[src/rtl/io_raster_engine.sv]
// Rectangle raster engine: walks a brush or the whole canvas row-major, one
// registered pixel per cycle, clipping anything that falls outside the canvas.
module io_raster_engine #(
    parameter int COORD_W   = 8,
    parameter int COLOR_W   = 3,
    parameter int BRUSH_W   = 10,
    parameter int BRUSH_H   = 14,
    parameter int CANVAS_X0 = 89,
    parameter int CANVAS_Y0 = 33,
    parameter int CANVAS_W  = 140,
    parameter int CANVAS_H  = 196,
    parameter int BG_COLOR  = 0
) (
    input  logic               clock,
    input  logic               count_reset,
    input  logic               start,
    input  logic               mode,
    input  logic               abort,
    input  logic [COORD_W-1:0] x_in,
    input  logic [COORD_W-1:0] y_in,
    input  logic [COLOR_W-1:0] color_in,
    output logic [COORD_W-1:0] x_out,
    output logic [COORD_W-1:0] y_out,
    output logic [COLOR_W-1:0] color_out,
    output logic               plot,
    output logic               busy,
    output logic               done
);

    localparam int SUM_W = COORD_W + 1;
    localparam int MAX_W = (CANVAS_W > BRUSH_W) ? CANVAS_W : BRUSH_W;
    localparam int MAX_H = (CANVAS_H > BRUSH_H) ? CANVAS_H : BRUSH_H;
    localparam int CX_W  = (MAX_W > 1) ? $clog2(MAX_W) : 1;
    localparam int CY_W  = (MAX_H > 1) ? $clog2(MAX_H) : 1;

    localparam logic [CX_W-1:0] BRUSH_X_LAST  = CX_W'(BRUSH_W - 1);
    localparam logic [CY_W-1:0] BRUSH_Y_LAST  = CY_W'(BRUSH_H - 1);
    localparam logic [CX_W-1:0] CANVAS_X_LAST = CX_W'(CANVAS_W - 1);
    localparam logic [CY_W-1:0] CANVAS_Y_LAST = CY_W'(CANVAS_H - 1);

    localparam logic [31:0] X_LO = 32'(CANVAS_X0);
    localparam logic [31:0] X_HI = 32'(CANVAS_X0 + CANVAS_W - 1);
    localparam logic [31:0] Y_LO = 32'(CANVAS_Y0);
    localparam logic [31:0] Y_HI = 32'(CANVAS_Y0 + CANVAS_H - 1);

    typedef enum logic [1:0] {
        S_IDLE = 2'd0,
        S_RUN  = 2'd1,
        S_DONE = 2'd2
    } state_t;

    state_t             state_q;
    logic [1:0]         rst_sync_q;
    logic               mode_q;
    logic [COORD_W-1:0] base_x_q;
    logic [COORD_W-1:0] base_y_q;
    logic [COLOR_W-1:0] color_q;
    logic [CX_W-1:0]    cnt_x_q;
    logic [CY_W-1:0]    cnt_y_q;

    logic               ready_s;
    logic               sel_mode_s;
    logic [COORD_W-1:0] base_x_s;
    logic [COORD_W-1:0] base_y_s;
    logic [COLOR_W-1:0] color_s;
    logic [CX_W-1:0]    last_x_s;
    logic [CY_W-1:0]    last_y_s;
    logic               at_end_s;
    logic [CX_W-1:0]    cnt_x_d;
    logic [CY_W-1:0]    cnt_y_d;
    logic [SUM_W-1:0]   sum_x_d;
    logic [SUM_W-1:0]   sum_y_d;
    logic               plot_d;

    // The window test uses the unwrapped sum so coordinates past 2^COORD_W clip.
    function automatic logic in_window(input logic [SUM_W-1:0] v,
                                       input logic [31:0] lo,
                                       input logic [31:0] hi);
        logic [31:0] w;
        w = 32'(v);
        return (w >= lo) && (w <= hi);
    endfunction

    assign ready_s = rst_sync_q[1];

    // Operation geometry, next counter position and the pixel that position maps to.
    always_comb begin
        sel_mode_s = mode_q;
        base_x_s   = base_x_q;
        base_y_s   = base_y_q;
        color_s    = color_q;
        if (state_q == S_IDLE) begin
            sel_mode_s = mode;
            base_x_s   = x_in;
            base_y_s   = y_in;
            color_s    = color_in;
        end else begin
            sel_mode_s = mode_q;
        end

        last_x_s = BRUSH_X_LAST;
        last_y_s = BRUSH_Y_LAST;
        if (sel_mode_s) begin
            base_x_s = COORD_W'(CANVAS_X0);
            base_y_s = COORD_W'(CANVAS_Y0);
            color_s  = COLOR_W'(BG_COLOR);
            last_x_s = CANVAS_X_LAST;
            last_y_s = CANVAS_Y_LAST;
        end else begin
            last_x_s = BRUSH_X_LAST;
            last_y_s = BRUSH_Y_LAST;
        end

        at_end_s = (cnt_x_q == last_x_s) && (cnt_y_q == last_y_s);

        cnt_x_d = '0;
        cnt_y_d = '0;
        if (state_q != S_RUN) begin
            cnt_x_d = '0;
            cnt_y_d = '0;
        end else if (cnt_x_q == last_x_s) begin
            cnt_x_d = '0;
            cnt_y_d = cnt_y_q + CY_W'(1);
        end else begin
            cnt_x_d = cnt_x_q + CX_W'(1);
            cnt_y_d = cnt_y_q;
        end

        sum_x_d = SUM_W'(base_x_s) + SUM_W'(cnt_x_d);
        sum_y_d = SUM_W'(base_y_s) + SUM_W'(cnt_y_d);
        plot_d  = in_window(sum_x_d, X_LO, X_HI) && in_window(sum_y_d, Y_LO, Y_HI);
    end

    // Reset release is synchronised so a start cannot race the deassertion edge.
    always_ff @(posedge clock or negedge count_reset) begin
        if (!count_reset) begin
            rst_sync_q <= 2'b00;
        end else begin
            rst_sync_q <= {rst_sync_q[0], 1'b1};
        end
    end

    // Control FSM; every output is registered here alongside the counters.
    always_ff @(posedge clock or negedge count_reset) begin
        if (!count_reset) begin
            state_q   <= S_IDLE;
            mode_q    <= 1'b0;
            base_x_q  <= '0;
            base_y_q  <= '0;
            color_q   <= '0;
            cnt_x_q   <= '0;
            cnt_y_q   <= '0;
            x_out     <= '0;
            y_out     <= '0;
            color_out <= '0;
            plot      <= 1'b0;
            busy      <= 1'b0;
            done      <= 1'b0;
        end else begin
            case (state_q)
                S_IDLE: begin
                    done <= 1'b0;
                    if (start && ready_s) begin
                        state_q   <= S_RUN;
                        mode_q    <= mode;
                        base_x_q  <= x_in;
                        base_y_q  <= y_in;
                        color_q   <= color_in;
                        cnt_x_q   <= cnt_x_d;
                        cnt_y_q   <= cnt_y_d;
                        x_out     <= sum_x_d[COORD_W-1:0];
                        y_out     <= sum_y_d[COORD_W-1:0];
                        color_out <= color_s;
                        plot      <= plot_d;
                        busy      <= 1'b1;
                    end else begin
                        plot <= 1'b0;
                        busy <= 1'b0;
                    end
                end
                S_RUN: begin
                    if (abort) begin
                        state_q <= S_IDLE;
                        cnt_x_q <= '0;
                        cnt_y_q <= '0;
                        plot    <= 1'b0;
                        busy    <= 1'b0;
                        done    <= 1'b0;
                    end else if (at_end_s) begin
                        state_q <= S_DONE;
                        plot    <= 1'b0;
                        busy    <= 1'b0;
                        done    <= 1'b1;
                    end else begin
                        cnt_x_q   <= cnt_x_d;
                        cnt_y_q   <= cnt_y_d;
                        x_out     <= sum_x_d[COORD_W-1:0];
                        y_out     <= sum_y_d[COORD_W-1:0];
                        color_out <= color_s;
                        plot      <= plot_d;
                        busy      <= 1'b1;
                    end
                end
                S_DONE: begin
                    state_q <= S_IDLE;
                    cnt_x_q <= '0;
                    cnt_y_q <= '0;
                    plot    <= 1'b0;
                    busy    <= 1'b0;
                    done    <= 1'b0;
                end
                default: begin
                    state_q <= S_IDLE;
                    plot    <= 1'b0;
                    busy    <= 1'b0;
                    done    <= 1'b0;
                end
            endcase
        end
    end

    io_raster_engine_chk u_chk (
        .clock       (clock),
        .count_reset (count_reset),
        .plot        (plot),
        .busy        (busy),
        .done        (done)
    );

endmodule

// Output-protocol properties of the raster engine.
module io_raster_engine_chk (
    input logic clock,
    input logic count_reset,
    input logic plot,
    input logic busy,
    input logic done
);

    a_done_not_busy: assert property (@(posedge clock) disable iff (!count_reset)
        !(done && busy));

    a_plot_in_run: assert property (@(posedge clock) disable iff (!count_reset)
        plot |-> busy);

    a_done_single: assert property (@(posedge clock) disable iff (!count_reset)
        done |=> !done);

endmodule
[config.mk]
export PLATFORM = sky130hd
export DESIGN_NAME = io_raster_engine
export DESIGN_NICKNAME = d
export VERILOG_FILES = /design/src/rtl/io_raster_engine.sv
export SDC_FILE = /design/constraint.sdc
export NUM_CORES = 1
export LEC_CHECK = 0
export CORE_UTILIZATION = 55
export CTS_BUF_LIST = sky130_fd_sc_hd__clkbuf_8
export CTS_CLUSTER_DIAMETER = 40
export DETAILED_ROUTE_END_ITERATION = 6
export DONT_BUFFER_PORTS = 1
export PLACE_DENSITY = 0.67
export SYNTH_ARGS = -nofsm -noshare
export SYNTH_HDL_FRONTEND = slang
export SYNTH_SLANG_ARGS = --single-unit
export TNS_END_PERCENT = 5
[constraint.sdc]
create_clock -name clock -period 5 [get_ports clock]
set_input_delay 0.75 -clock clock [delete_from_list [all_inputs] [get_ports clock]]
set_output_delay 0.75 -clock clock [all_outputs]
set_load 0.05 [all_outputs]
Word-level counts from Yosys, hierarchy flattened

Cells that the tools add are included.

Logic and storage cells: 92
Bits in registers: 62

Add/sub/neg operators: 4
$lt $le $gt $ge: 4
Multiplexer cells: 48
Eq/ne operators: 10
Reductions and logical operators: 12

Operator list:

| operator                                                           | number |
|---|---|
| two-way mux 8 bit                                                  | 22 |
| case mux 8 bit (3 select lines)                                    | 2 |
| case mux 8 bit (2 select lines)                                    | 2 |
| adder 8 x 8 -> 9 bit                                               | 2 |
| <= comparator 9 x 8 -> 1 bit (second input constant)               | 2 |
| adder 8 x 1 -> 8 bit (second input constant)                       | 2 |
| == test 8 bit                                                      | 2 |
| two-way mux 3 bit                                                  | 5 |
| two-way mux 1 bit                                                  | 10 |
| greater-or-equal comparator 9 x 6 -> 1 bit (second input constant) | 1 |
| greater-or-equal comparator 9 x 7 -> 1 bit (second input constant) | 1 |
| two-way mux 2 bit                                                  | 3 |
| inequality test 3 bit (second input constant)                      | 2 |
| case mux 3 bit (2 select lines)                                    | 1 |
| logical AND 1 bit                                                  | 5 |
| inequality test 2 x 1 -> 1 bit (second input constant)             | 2 |
| inequality test 2 bit (second input constant)                      | 2 |
| case mux 1 bit (2 select lines)                                    | 2 |
| case mux 2 bit (2 select lines)                                    | 1 |
| AND reduction 2 bit                                                | 2 |
| AND reduction 4 bit                                                | 1 |
| AND reduction 3 bit                                                | 1 |
| nonzero test 3 bit                                                 | 1 |
| == test 2 x 1 -> 1 bit (second input constant)                     | 1 |
| other kinds (3)                                                    | 3 |

Depth between registers and ports, before layout

Depth after elaboration: 13
Depth in mapped cells: 18

Worst setup path before layout

OpenSTA, ideal clock, no wires.

Path kind: register to register
Start: register state_q[0]
End: register plot
Buffers on the path: 4
Library setup time: 0.066 ns
Stages on the path, launching flop included: 18
Clock period less this slack: 4.170 ns
Path slack: 0.830 ns
Data required time: 4.934 ns
Arrival: 4.104 ns
Path through: dfrtp_1 inv_1 ha_1 buf_6 clkbuf_1 buf_1 clkbuf_1 mux2i_1 nor2_1 ha_1 and4_1 a2111oi_4 o22ai_1 a211oi_2 xor2_1 a31o_2 a2111oi_2 o311a_1

Word-level cells in the longest chain between the ends: 13
Elaborated cells on any way between the ends: 30
Those cells by class: 2 x add/sub; 4 x order compare; 4 x eq/ne; 15 x mux; 5 x reduce/logical

Ends and longest elaborated chain:

| element                                                            | line     | text |
|---|---|---|
| start, declared                                                    | 52       | `state_t state_q;` |
| start signal, assigned                                             | 146      | `state_q <= S_IDLE;` |
| start signal, assigned                                             | 164      | `state_q <= S_RUN;` |
| start signal, assigned                                             | 183      | `state_q <= S_IDLE;` |
| zero test 2 bit                                                    | 92, 160  |  |
| two-way mux 1 bit                                                  | 92       | `if (state_q == S_IDLE) begin` |
| two-way mux 8 bit                                                  | 103      | `if (sel_mode_s) begin` |
| == test 8 bit                                                      | 114, 121 |  |
| two-way mux 8 bit                                                  | 121      | `end else if (cnt_x_q == last_x_s) begin` |
| two-way mux 8 bit                                                  | 118      | `if (state_q != S_RUN) begin` |
| adder 8 x 8 -> 9 bit, on equally long branches                     | 129, 130 |  |
| greater-or-equal comparator 9 x 7 -> 1 bit (tied with other cells) | 81       | `return (w >= lo) && (w <= hi);` |
| logical AND 1 bit                                                  | 81       |  |
| logical AND 1 bit                                                  | 131      | `plot_d = in_window(sum_x_d, X_LO, X_HI) && in_window(sum_y_d, Y_LO, Y_HI);` |
| two-way mux 1 bit                                                  | 189      | `end else if (at_end_s) begin` |
| two-way mux 1 bit                                                  | 182      | `if (abort) begin` |
| case mux 1 bit (2 select lines) (*)                                | 160      | `case (state_q)` |
| end signal, assigned                                               | 174      | `plot <= plot_d;` |
| end signal, assigned                                               | 200      | `plot <= plot_d;` |
| end, declared                                                      | 25       | `output logic plot,` |

Mark *: on every way between the ends. The rest lies on a longest branch, timed or not.
A chain may end at the register's enable or synchronous reset.

Worst setup path after layout

Start: register state_q[1]
End: register plot

The elaborated chain is that of the path after synthesis.

==> out/metrics.yaml <==
synthCells: 463
tns_ns: 0
dp_slack_ns: 0.767
cts_buffers: 9
wl_per_cell_um: 17.6
cts-resized-gates: 0
synth_top_flop_cell: "dfrtp_1"
grt.busiest_layer: "met2"
die_w_um: 88.6
grt_use_met2_pct: 44.5
synthArstFlopShare_pct: 100
startpoint_type: "register"
start_util_pct: 56.9
drc: 0
fin_nets: 497
grt_pass1_vias: 3208
cts-root-buf: "clkbuf_8"
ir_worst_vdd_mv: 0.264
r2r-start: "state_q[1]$_DFFE_PN0P_"
crit_path_max_fanout: 15
fin_skew_ns: 0.0105
antenna_cells: 0
ctsHtreeMaxLevel: 3
timing.rr.end: "plot$_DFF_PN0_"
fin_ws_ns: 0.755
netSwitchingPower_w: 0.00120
via_count: 3346
leakage_nw: 1.93
nFillCells: 634
synth_compound_area_share_pct: 17.6
io_buffers: 0
synthMuxAreaShare_pct: 9.52
tightest_slew_ns: 1.07
crit_type: "reg2reg"
cts_hold_buf: 0
relSlewSlack_pct: 28.5
endpoint: "plot$_DFF_PN0_"
rsz0062_at_grt: "no"
reg2reg_depth: 15
ys_seq_elements: 62
setup.worst_path.start: "state_q[1]$_DFFE_PN0P_"
hold_viol_final: 0
clock_path_buffers: 2
min_path_type: "in2async"
insertion_delay_ns: 0.36
die_y_um: 88.6
grt_pass1_wl_um: 16200
swShare_pct: 47.0
utilization_pct: 60.8
max_freq_ghz: 0.236
syn_area_per_cell_sq_um: 8.91
fin_crit_ns: 4.24
setup_viol: 0
synth-simple-area-share_pct: 21.7
synthesis.nets: 503
slew_violations: 0
drtIter0Drc: 166
grt_use_met1_pct: 36.4
critPathCaptureType: "register"
final_common_cell: "nand2_1"
grt_max_degree: 63
drtAntennaViolNets: 0
clk_pin_slew_worst_paths_ns: 0.08
place_congestion: 0.930
seq_area_frac_synth_pct: 37.6
cap_violations: 0
p_clk_share_pct: 19.8
dieArea_sq_um: 7850
intPower_w: 0.00135
pin_count: 46
coreArea_sq_um: 7250
reg2reg_slack_ns: 0.76
via_per_inst: 5.96
clkSinkCount: 62
synth_area_sq_um: 4130
power_density_nw_per_um2: 577
combPwrFrac_pct: 40.8
synth_edf_count: 0
row_count: 31
final_layout_size_suffix_gt1_share_pct: 12.8
worstPathArrival_ns: 4.55
synth-xor-area-share_pct: 5.10
syn_to_final_growth_pct: 6.98
synthAdderAreaFrac_pct: 4.85
wirelength_um: 9850
layout_common_cells: "nand2_1, dfrtp_1, nor2_1, o21ai_0, mux2_2"
synthDistinctLibCells: 67
cts_setup_buffers: 0
cts_tree: "done"
cp.required_ns: 5.30
grt_util_met3_pct: 5.97
synth_top_family_by_area: "simple AND/OR/NAND/NOR gates"
yosys_warnings: 0
status: "completed"
antenna_found_initial: 0
grt_overflow: 0
hpwl_um: 7420
track_usage_pct: 27.9
seq_power_share_pct: 39.4
drtPass1Iterations: 4
fin_crit_sh_pct: 84.9
-- power groups by stage --
stage / Combinational [W] / Clock (W) / Sequential [W]
floorplan: 0.000821 / 0 / 0.000990
global placement: 0.00102 / 0 / 0.00101
detailed placement: 0.00103 / 0 / 0.00102
CTS: 0.00104 / 0.000517 / 0.00101
global route: 0.00116 / 0.000535 / 0.00103
finish: 0.00104 / 0.000505 / 0.00100
-- registers in the layout (all words and copies together), names as in the netlist, 2 cells and up --
| register | count |
|---|---|
| rst_sync_q | 2 |
| x_out | 8 |
| color_q | 3 |
| base_x_q | 8 |
| state_q | 2 |
| base_y_q | 8 |
| cnt_y_q | 8 |
| color_out | 3 |
| y_out | 8 |
| cnt_x_q | 8 |
-- cell usage after synthesis (all sizes together) (5+ instances only) --
cell	count	share of area [%]
nand4	7	1.1
dfrtp	62	38
nor2b	7	1.1
nand2	78	7.2
xnor2	15	3.2
o31ai	10	1.8
ha	16	4.9
clkbuf	14	1.3
a21boi	5	1.1
nor3	13	1.6
or2	5	0.76
mux2i	11	3.1
a21oi	17	2.1
nor3b	5	0.91
nand3	10	1.2
mux2	23	6.5
inv	14	1.3
and2	8	1.2
o21ai	35	4.2
and3	5	0.76
nor2	31	2.8
a31oi	7	1.1
xor2	9	1.9
buf	7	0.94
-- worst min path at each step --
stage / startpoint / slack, ns / endpoint / depth (start not counted)
6_report: count_reset / 0.08 / color_q[0]$_DFFE_PN0P_ / 0
3_3_place_gp: rst_sync_q[0]$_DFF_PN0_ / 0.33 / rst_sync_q[1]$_DFF_PN0_ / 0
2_1_floorplan: rst_sync_q[0]$_DFF_PN0_ / 0.33 / rst_sync_q[1]$_DFF_PN0_ / 0
5_1_grt: count_reset / 0.06 / color_q[0]$_DFFE_PN0P_ / 0
4_1_cts: count_reset / 0.07 / color_q[0]$_DFFE_PN0P_ / 0
3_5_place_dp: rst_sync_q[0]$_DFF_PN0_ / 0.33 / rst_sync_q[1]$_DFF_PN0_ / 0
-- metrics by stage --
step | power (W) | instance area [sq um] | instances | hold slack (ns)
2_1_floorplan | 0.00181 | 4130 | 463 | 0.331
3_3_place_gp | 0.00203 | 4190 | 545 | 0.333
3_5_place_dp | 0.00205 | 4190 | 545 | 0.335
4_1_cts | 0.00256 | 4410 | 561 | 0.0667
5_1_grt | 0.00272 | 4410 | 561 | 0.0612
6_report | 0.00255 | 4410 | 561 | 0.0792
-- cell families (layout without fill, tap and decap cells) --
group | count (synthesis) | after routing
and+or+nand+nor | 185 | 185
AOI/OAI and AO/OA | 106 | 106
DFF | 62 | 62
buffers and inverters | 35 | 34
muxes | 34 | 34
xor gates and xnor gates | 24 | 24
adders and majority gates | 16 | 16
other | 1 | 1
-- final cells by class --
cell class | instances | area, sq um | area share, %
Multi-Input combinational cell | 366 | 2430 | 55.1
Sequential cell | 62 | 1550 | 35.2
Clock buffer | 9 | 124 | 2.81
Timing Repair Buffer | 4 | 30.0 | 0.680
Inverter | 14 | 52.6 | 1.19
Clock inverter | 7 | 97.6 | 2.21
Tap cell | 99 | 124 | 2.81
-- per-layer routing --
metal | vias to the layer above | share of wire, %
li1 | 1639 | -
met1 | 1588 | 47
met2 | 97 | 45
met3 | 22 | 5.3
met4 | 0 | 3.2
met5 | - | 0
-- worst max-delay path: stages, from the launching register on --
cell and delay [ns]:
dfrtp_1 0.40, inv_1 0.09, ha_1 0.20, mux2_4 0.42
mux2_4 0.36, o21ai_1 0.33, nor2_1 0.10, ha_1 0.37
and4_1 0.21, a2111oi_4 0.43, o22ai_1 0.15, a211oi_2 0.22
xor2_1 0.12, a31o_2 0.23, a2111oi_2 0.35, o311a_1 0.21
Power figures use the tool's default switching activity.
